==> src/rtl/read_level_ctrl.sv <==
// Read-side controller of an asynchronous FIFO. It owns the read pointer,
// synchronises the write pointer into rclk, and produces registered empty,
// almost-empty and fill-level outputs plus a sticky underflow flag.
module read_level_ctrl #(
  parameter int A_SIZE      = 4,
  parameter int SYNC_STAGES = 2   // legal range 2..4
) (
  input  logic              rclk,
  input  logic              rrstn,
  input  logic              ren,
  input  logic [A_SIZE:0]   wptr,
  input  logic [A_SIZE:0]   aempty_thr,
  input  logic              clr_err,
  output logic [A_SIZE-1:0] raddr,
  output logic [A_SIZE:0]   rptr,
  output logic              empty,
  output logic              aempty,
  output logic [A_SIZE:0]   rcount,
  output logic              underflow
);

  localparam int PW = A_SIZE + 1;

  logic [PW-1:0] sync_q [SYNC_STAGES];
  logic [PW-1:0] wsync;
  logic [PW-1:0] wbin_s;
  logic [PW-1:0] rbin;
  logic [PW-1:0] rgray;
  logic [PW-1:0] rbin_next;
  logic [PW-1:0] rgray_next;
  logic [PW-1:0] count_next;
  logic          rd_ok;

  // Plain flop chain for the Gray write pointer; nothing sits between stages
  // so only one bit can be in transition at any time.
  always_ff @(posedge rclk or negedge rrstn) begin
    if (!rrstn) begin
      for (int i = 0; i < SYNC_STAGES; i++) sync_q[i] <= '0;
    end else begin
      sync_q[0] <= wptr;
      for (int i = 1; i < SYNC_STAGES; i++) sync_q[i] <= sync_q[i-1];
    end
  end

  assign wsync = sync_q[SYNC_STAGES-1];

  // Gray to binary: bit i is the XOR of all Gray bits from the MSB down to i.
  always_comb begin
    wbin_s = '0;
    for (int i = 0; i < PW; i++) wbin_s[i] = ^(wsync >> i);
  end

  // A read is only honoured while the FIFO holds data.
  assign rd_ok      = ren & ~empty;
  assign rbin_next  = rbin + PW'(rd_ok);
  assign rgray_next = rbin_next ^ (rbin_next >> 1);
  assign count_next = wbin_s - rbin_next;

  // Binary and Gray read pointers move together so rptr is glitch-free.
  always_ff @(posedge rclk or negedge rrstn) begin
    if (!rrstn) begin
      rbin  <= '0;
      rgray <= '0;
    end else begin
      rbin  <= rbin_next;
      rgray <= rgray_next;
    end
  end

  assign raddr = rbin[A_SIZE-1:0];
  assign rptr  = rgray;

  // Level flags look ahead at the post-read pointer, so empty rises on the
  // same edge that consumes the last word.
  always_ff @(posedge rclk or negedge rrstn) begin
    if (!rrstn) begin
      empty  <= 1'b1;
      aempty <= 1'b1;
      rcount <= '0;
    end else begin
      empty  <= (rgray_next == wsync);
      aempty <= (count_next <= aempty_thr);
      rcount <= count_next;
    end
  end

  // Sticky underflow; a new violation takes priority over a clear request.
  always_ff @(posedge rclk or negedge rrstn) begin
    if (!rrstn) begin
      underflow <= 1'b0;
    end else if (ren && empty) begin
      underflow <= 1'b1;
    end else if (clr_err) begin
      underflow <= 1'b0;
    end
  end

endmodule

==> config.mk <==
export PLATFORM = sky130hd
export DESIGN_NAME = read_level_ctrl
export DESIGN_NICKNAME = d
export VERILOG_FILES = /design/src/rtl/read_level_ctrl.sv
export SDC_FILE = /design/constraint.sdc
export NUM_CORES = 1
export LEC_CHECK = 0
export CORE_MARGIN = 2
export CORE_UTILIZATION = 47
export DETAILED_ROUTE_END_ITERATION = 16
export GPL_TIMING_DRIVEN = 0
export PLACE_DENSITY = 0.8
export SLEW_MARGIN = 5
export SYNTH_ARGS = -nofsm -noshare
export SYNTH_HDL_FRONTEND = slang
export SYNTH_SLANG_ARGS = --single-unit
==> constraint.sdc <==
create_clock -name rclk -period 3.9 [get_ports rclk]
set_input_delay 0.78 -clock rclk [delete_from_list [all_inputs] [get_ports rclk]]
set_output_delay 0.78 -clock rclk [all_outputs]
set_load 0.05 [all_outputs]
=== Word-level counts from Yosys, hierarchy flattened ===
Cells that the tools add are included.

* Bits in registers: 28
* Input port bits: 14
* Output and inout bits: 17

* $add $sub $neg: 2
* Magnitude comparators: 1
* Equality and inequality tests: 1
* Muxes and demuxes: 2
* Bitwise gates (word level): 3
* Reduce and logical (&&, ||, !) cells: 7

{| class="wikitable"
|+ Operators with widths
! cell !! number
|-
| $reduce_xor 5->1 || 5
|-
| $add 5x1->5 || 1
|-
| $eq 5x5->1 || 1
|-
| $le 5x5->1 || 1
|-
| $sub 5x5->5 || 1
|-
| $xor 5x4->5 || 1
|-
| $mux 1 || 2
|-
| $reduce_bool 2->1 || 1
|-
| $and 1x1->1 || 1
|-
| $logic_and 1x1->1 || 1
|-
| $not 1->1 || 1
|}

=== Logic depth before layout (Yosys ltp) ===
Gate-level depths: netlist of the first run.

* Word-level depth: 5
* Depth in mapped cells: 14

=== Worst setup path after synthesis of the first run ===
OpenSTA, ideal clock, no wires.

* Path kind: reg-to-reg
* Start point: register sync_q, in the netlist wsync[4]
* End point: register aempty
* Library setup time: 0.079 ns
* Data arrival time: 2.886 ns
* Slack: 0.935 ns
* Stages on the path, launching flop included: 14
* Buffers on the path: 0
* Cells stage by stage: dfrtp_1 -> xor2_1 -> xnor2_1 -> xor2_1 -> xor2_1 -> ha_1 -> fa_1 -> inv_1 -> ha_1 -> nor2b_1 -> o21a_1 -> o21a_1 -> o21a_1 -> o21ai_0

* Word-level cells in the longest chain between the ends: 3
* Elaborated cells on any way between the ends: 7
* Classes of those cells: 1 x add/sub; 1 x order compare; 5 x reduce/logical

{| class="wikitable"
|+ RTL lines
! item !! line !! text
|-
| start, declared || 24 || <nowiki>logic [PW-1:0] sync_q [SYNC_STAGES];</nowiki>
|-
| $reduce_xor 5->1 || 50 || <nowiki>for (int i = 0; i < PW; i++) wbin_s[i] = ^(wsync >> i);</nowiki>
|-
| $sub 5x5->5 * || 57 || <nowiki>assign count_next = wbin_s - rbin_next;</nowiki>
|-
| via count_next[1] || 31 || <nowiki>logic [PW-1:0] count_next;</nowiki>
|-
| $le 5x5->1 * || 82 || <nowiki>aempty <= (count_next <= aempty_thr);</nowiki>
|-
| end signal, assigned || 82 ||
|-
| end, declared || 17 || <nowiki>output logic aempty,</nowiki>
|}

The timed path passes the listed nets; every way through them passes the cells marked *.
A chain may end at the register's enable or synchronous reset.

=== Worst setup path after layout of the first run ===
* Start point: input port ren
* End point: register aempty

* Word-level cells in the longest chain between the ends: 4

{| class="wikitable"
|+ RTL lines
! item !! line !! text
|-
| start, declared || 10 || <nowiki>input logic ren,</nowiki>
|-
| $and 1x1->1 || 54 || <nowiki>assign rd_ok = ren & ~empty;</nowiki>
|-
| $add 5x1->5 || 55 || <nowiki>assign rbin_next = rbin + PW'(rd_ok);</nowiki>
|-
| via rbin_next[2] || 29 || <nowiki>logic [PW-1:0] rbin_next;</nowiki>
|-
| $sub 5x5->5 || 57 ||
|-
| via count_next[4] || 31 ||
|-
| $le 5x5->1 || 82 ||
|}

The timed path passes the listed nets, and every way through them passes these cells.

==> flow_summary.ini, run 1 <==
[grt]
grt.total_usage_pct = 14.5
grt_pass1_wl_mm = 3.04
grt_max_degree = 28
antenna_found_initial = 0
first_global_vias = 754
overflow = 0

[setup_path]
setup.worst_path.class = input pin to register
critPathBufInv = 2
reg2reg_depth = 13
crit_chain = clkdlybuf4s50_1, and3b_1, ha_1, xor2_2, inv_1, ha_1, a21o_1, a21oi_1, xor2_1, ha_1, and3_1, nand3_1, o21ai_0
r2r-end = aempty$_DFF_PN1_
cp_top_family = adder cells
ff2ff_setup_slack_ns = 0.74
arrival_ns = 3.62
worstPathMaxFanout = 5
critPathLaunchType = input pin
crit_slowest_cell = clkdlybuf4s50_1
cp_data_required_time_ns = 4.16
endpoint_kind = register
worstReg2RegStart = wsync[4]$_DFF_PN0_
critPathMostFrequentCell = ha_1
max_stage_delay_ns = 0.48

[cells_and_area]
drive_gt1_share_pct = 5.47
diodes = 0
most-common-layout-cells = 30 x clkdlybuf4s50_1, 25 x dfrtp_1, 16 x inv_1
layout_commonest_cell = clkdlybuf4s50_1
num-fill-cells = 198
fin_nets = 154
area_growth_pct = 30.4

[logic_synthesis]
ys_warn_count = 0
yosysTopAreaCell = dfrtp_1
yosysTopAreaCellShare_pct = 52.3
syn_inst = 94
synthTopCellsByArea = dfrtp_1 52%, ha_1 10%, xnor2_1 7.3%, xor2_1 6.6%, inv_1 5.0%
synth.distinct_cells = 19
synth_seq_cells = 27
ys_seq_area_share_pct = 56.7
avgSynthCellArea_um2 = 12.7
synth_area_um2 = 1200
syn_nets = 119

[sta]
whs_ns = 0.364
max_freq_mhz = 298
finalSetupTns_ns = 0
finalSetupViolCount = 0
period_needed_ns = 3.36
drv_slew = 0
skew_ns = 0.00246
hold_viol_final = 0
worst_pin_slew_ns = 1.15
period_share_pct = 86.1
slew_headroom_pct = 23.1
rsz0062_at_grt = false

[floorplan]
ios = 31
die-width_um = 54.4
die_area_um2 = 2960
rows = 18
die_h_um = 54.4
coreArea_um2 = 2450
start_util_pct = 48.7

[routing]
drt-initial-drc-count = 8
dr.pass1.iters = 4
wl_per_cell_um = 11.4
dr_total_vias = 751
vias_per_cell = 4.75
drt_wl_total_mm = 1.80
drc_errors = 0
ant_nets = 0

[clocking]
post_cts_resized = 0
clk_latency_ns = 0.31
postCtsSetupBuffers = 0
htreeDepth = 1
cts_root_buffer = clkbuf_4
cts_tree = yes
cts_sinks = 27
hold_buffers = 0
cts_made_buffers = 3
cts_buffer_depth = 2
path_clk_slew_ns = 0.14

[min_path]
min_path_cells = 0
hp-start = sync_q[8]$_DFF_PN0_
whs_endpoint = wsync[3]$_DFF_PN0_
min_path_type = register to register

[placed_design]
place_congestion = 0.769
io_buffers = 30
dp_hpwl_mm = 1.47

[flow_run]
max_cap_viol_count = 0

[status]
status = finished, final reports clean
==> cells by family after synthesis <==
| logic type | synth area share (%) |
|---|---|
| xor+xnor | 15.3 |
| simple gates | 4.81 |
| buf+inv | 5.02 |
| fa+ha+maj | 12.1 |
| compound gates | 6.07 |
| flops | 56.7 |
==> area by class of cell <==
type / count / area, µm² / area share, %
multi-input cells: 51 / 458 / 29.4
clock buffers: 4 / 26.3 / 1.68
flip-flops and latches: 27 / 678 / 43.5
inverters: 16 / 60.1 / 3.85
well taps: 30 / 37.5 / 2.41
repair buffers: 30 / 300 / 19.2
==> sequential cells by signal, indices dropped and copies added, names as in the netlist <==
signal     count
rptr           4
aempty         1
wsync          5
empty          1
sync_q         5
rcount         5
rbin           5
underflow      1
==> per-stage QoR <==
stage	instances	instance area [µm²]	utilization, %	setup WS, ns
after floorplan	94	1200	-	0.935
after global placement	154	1530	62.5	0.237
after detailed placement	154	1530	62.5	0.187
after CTS	158	1560	63.6	0.522
after global routing	158	1560	63.6	0.373
final	158	1560	63.6	0.541
==> worst reg2reg max path, delay by kind of cell, from the launching register on <==
family | cells | cell delay (ns)
buffers and inverters | 1 | 0.05
adder cells (fa/ha/maj) | 3 | 1.00
AND/OR/NAND/NOR | 1 | 0.13
AO/OA/AOI/OAI | 4 | 0.62
flip-flops | 1 | 0.42
XOR/XNOR | 4 | 0.86
==> worst max-delay path by stage <==
stage,start,end,slack (ns),cells past startpoint
2_1_floorplan,wsync[4]$_DFF_PN0_,aempty$_DFF_PN1_,0.93,13
3_3_place_gp,ren,aempty$_DFF_PN1_,0.24,13
3_5_place_dp,ren,aempty$_DFF_PN1_,0.19,13
5_1_grt,ren,aempty$_DFF_PN1_,0.37,13
6_report,ren,aempty$_DFF_PN1_,0.54,13
4_1_cts,ren,aempty$_DFF_PN1_,0.52,13
==> metal layers <==
layer | global-route usage (%) | wire [µm]
met2 | 25.7 | 990
met4 | 5.00 | 0
met5 | 0 | 0
met3 | 3.28 | 62
met1 | 17.3 | 747
==> cell usage after synthesis <==
cell       instances
ha_1              10
o21ai_0            2
fa_1               1
nand2_1            1
or3_1              1
nor2b_1            2
dfrtp_1           25
inv_1             16
a21oi_1            2
a21o_1             2
dfstp_2            2
and3_1             1
xnor2_1           10
o21a_1             3
xor2_1             9
a2111oi_2          1
and3b_1            1
nand3_1            4
xor2_2             1
Power of run 1 is left out: the tool's default activity adds up to more than one toggle a clock period on the data nets, which glitch-free logic cannot reach.
==> run 2, diff against run 1 <==
--- a/config.mk
+++ b/config.mk
@@ -5,7 +5,8 @@
 export SDC_FILE = /design/constraint.sdc
 export NUM_CORES = 1
 export LEC_CHECK = 0
-export CORE_MARGIN = 2
+export CAP_MARGIN = 10
+export CORE_MARGIN = 4
 export CORE_UTILIZATION = 47
 export DETAILED_ROUTE_END_ITERATION = 16
 export GPL_TIMING_DRIVEN = 0
==> run 2 against run 1 <==
Wire length rose by 3.8%. Non-clock buffer count stayed put. First-iteration DRC count shrank 25%. Core utilization is 0.20 points lower. Clock skew barely moved. Fmax fell by 0.61%. Sequential share of layout area rose by 0.14 points. Die area is 15% higher. Worst setup slack worse by 0.021 ns. Cell count did not move. Via count down 0.80%.
==> flow_summary.ini, run 2 (same netlist as run 1, synthesis figures left out) <==
[routing]
drc_errors = 0
dr.pass1.iters = 3
ant_nets = 0
dr_total_vias = 745
drt-initial-drc-count = 6
wl_per_cell_um = 11.8
drt_wl_total_mm = 1.87
vias_per_cell = 4.72

[clocking]
cts_buffer_depth = 2
postCtsSetupBuffers = 0
cts_sinks = 27
cts_made_buffers = 3
clk_latency_ns = 0.30
cts_root_buffer = clkbuf_4
hold_buffers = 0
cts_tree = yes
post_cts_resized = 0
htreeDepth = 1
path_clk_slew_ns = 0.13

[grt]
grt.total_usage_pct = 12.9
overflow = 0
grt_max_degree = 28
grt_pass1_wl_mm = 3.36
antenna_found_initial = 0
first_global_vias = 787

[sta]
rsz0062_at_grt = false
period_needed_ns = 3.38
finalSetupViolCount = 0
finalSetupTns_ns = 0
hold_viol_final = 0
skew_ns = 0.00200
period_share_pct = 86.7
drv_slew = 0
worst_pin_slew_ns = 0.557
max_freq_mhz = 296
slew_headroom_pct = 62.8

[setup_path]
setup.worst_path.class = input pin to register
worstPathMaxFanout = 5
critPathMostFrequentCell = ha_1
max_stage_delay_ns = 0.49
endpoint_kind = register
crit_slowest_cell = clkdlybuf4s50_1
cp_data_required_time_ns = 4.14
crit_chain = clkdlybuf4s50_1, and3b_1, ha_1, xor2_2, inv_1, ha_1, a21o_1, a21oi_1, xor2_1, ha_1, and3_1, nand3_1, o21ai_0
arrival_ns = 3.62
critPathLaunchType = input pin

[placed_design]
io_buffers = 30
dp_hpwl_mm = 1.53
dp_cells = 154
place_congestion = 0.758

[min_path]
min_path_type = register to register

[cells_and_area]
fin_nets = 154
fin_cells = 158
most-common-layout-cells = 29 x clkdlybuf4s50_1, 25 x dfrtp_1, 16 x inv_1
area_growth_pct = 30.0
drive_gt1_share_pct = 6.25
diodes = 0
multi_input_area_um2 = 458
regArea_um2 = 678
num-fill-cells = 200
layout_commonest_cell = clkdlybuf4s50_1
final_core_util_pct = 63.4

[flow_run]
max_cap_viol_count = 0

[floorplan]
die_area_um2 = 3420
coreArea_um2 = 2450
rows = 18
start_util_pct = 48.7
ios = 31
die_h_um = 58.4
die-width_um = 58.4

[status]
status = finished, final reports clean
## run 2: critical path, delay by kind of cell
kind            cells  cell delay [ns]
simple gates        3             0.44
buf+inv             2             0.58
fa+ha+maj           3             0.85
xor+xnor            2             0.55
compound gates      3             0.42
## run 2: area by class of cell
| cell class | count | area share, % |
|---|---|---|
| clock buffers | 4 | 1.69 |
| inverters | 16 | 3.86 |
| multi-input cells | 51 | 29.4 |
| flip-flops and latches | 27 | 43.6 |
| well taps | 30 | 2.41 |
| repair buffers | 30 | 19.0 |
## run 2: per-layer routing
layer / part of all wire (%) / vias up / global-route usage (%)
met1: 38 / 366 / 14.6
met3: 3.9 / 2 / 3.07
li1: - / 365 / -
met2: 57 / 12 / 24.1
met5: 0 / - / 0
met4: 0.70 / 0 / 3.31
## run 2: per-stage QoR
stage	instance area (µm²)	hold WS [ns]	worst slack, ns
final	1560	0.369	0.520
after global routing	1560	0.385	0.316
after CTS	1560	0.375	0.502
after detailed placement	1530	0.344	0.181
after global placement	1530	0.332	0.235
after floorplan	1200	0.331	0.935
## run 2: final timing paths
path | depth (start not counted) | slack, ns | to | startpoint
max in group asynchronous | 1 | 3.08 | aempty$_DFF_PN1_ | rrstn
setup / recovery | 13 | 0.52 | aempty$_DFF_PN1_ | ren
setup reg to reg | 13 | 0.69 | aempty$_DFF_PN1_ | wsync[4]$_DFF_PN0_
hold reg to reg | 0 | 0.37 | wsync[1]$_DFF_PN0_ | sync_q[6]$_DFF_PN0_
min in group asynchronous | 1 | 0.44 | underflow$_DFFE_PN0P_ | rrstn
hold / removal | 0 | 0.37 | wsync[1]$_DFF_PN0_ | sync_q[6]$_DFF_PN0_
Power of run 2 is left out for the same reason.
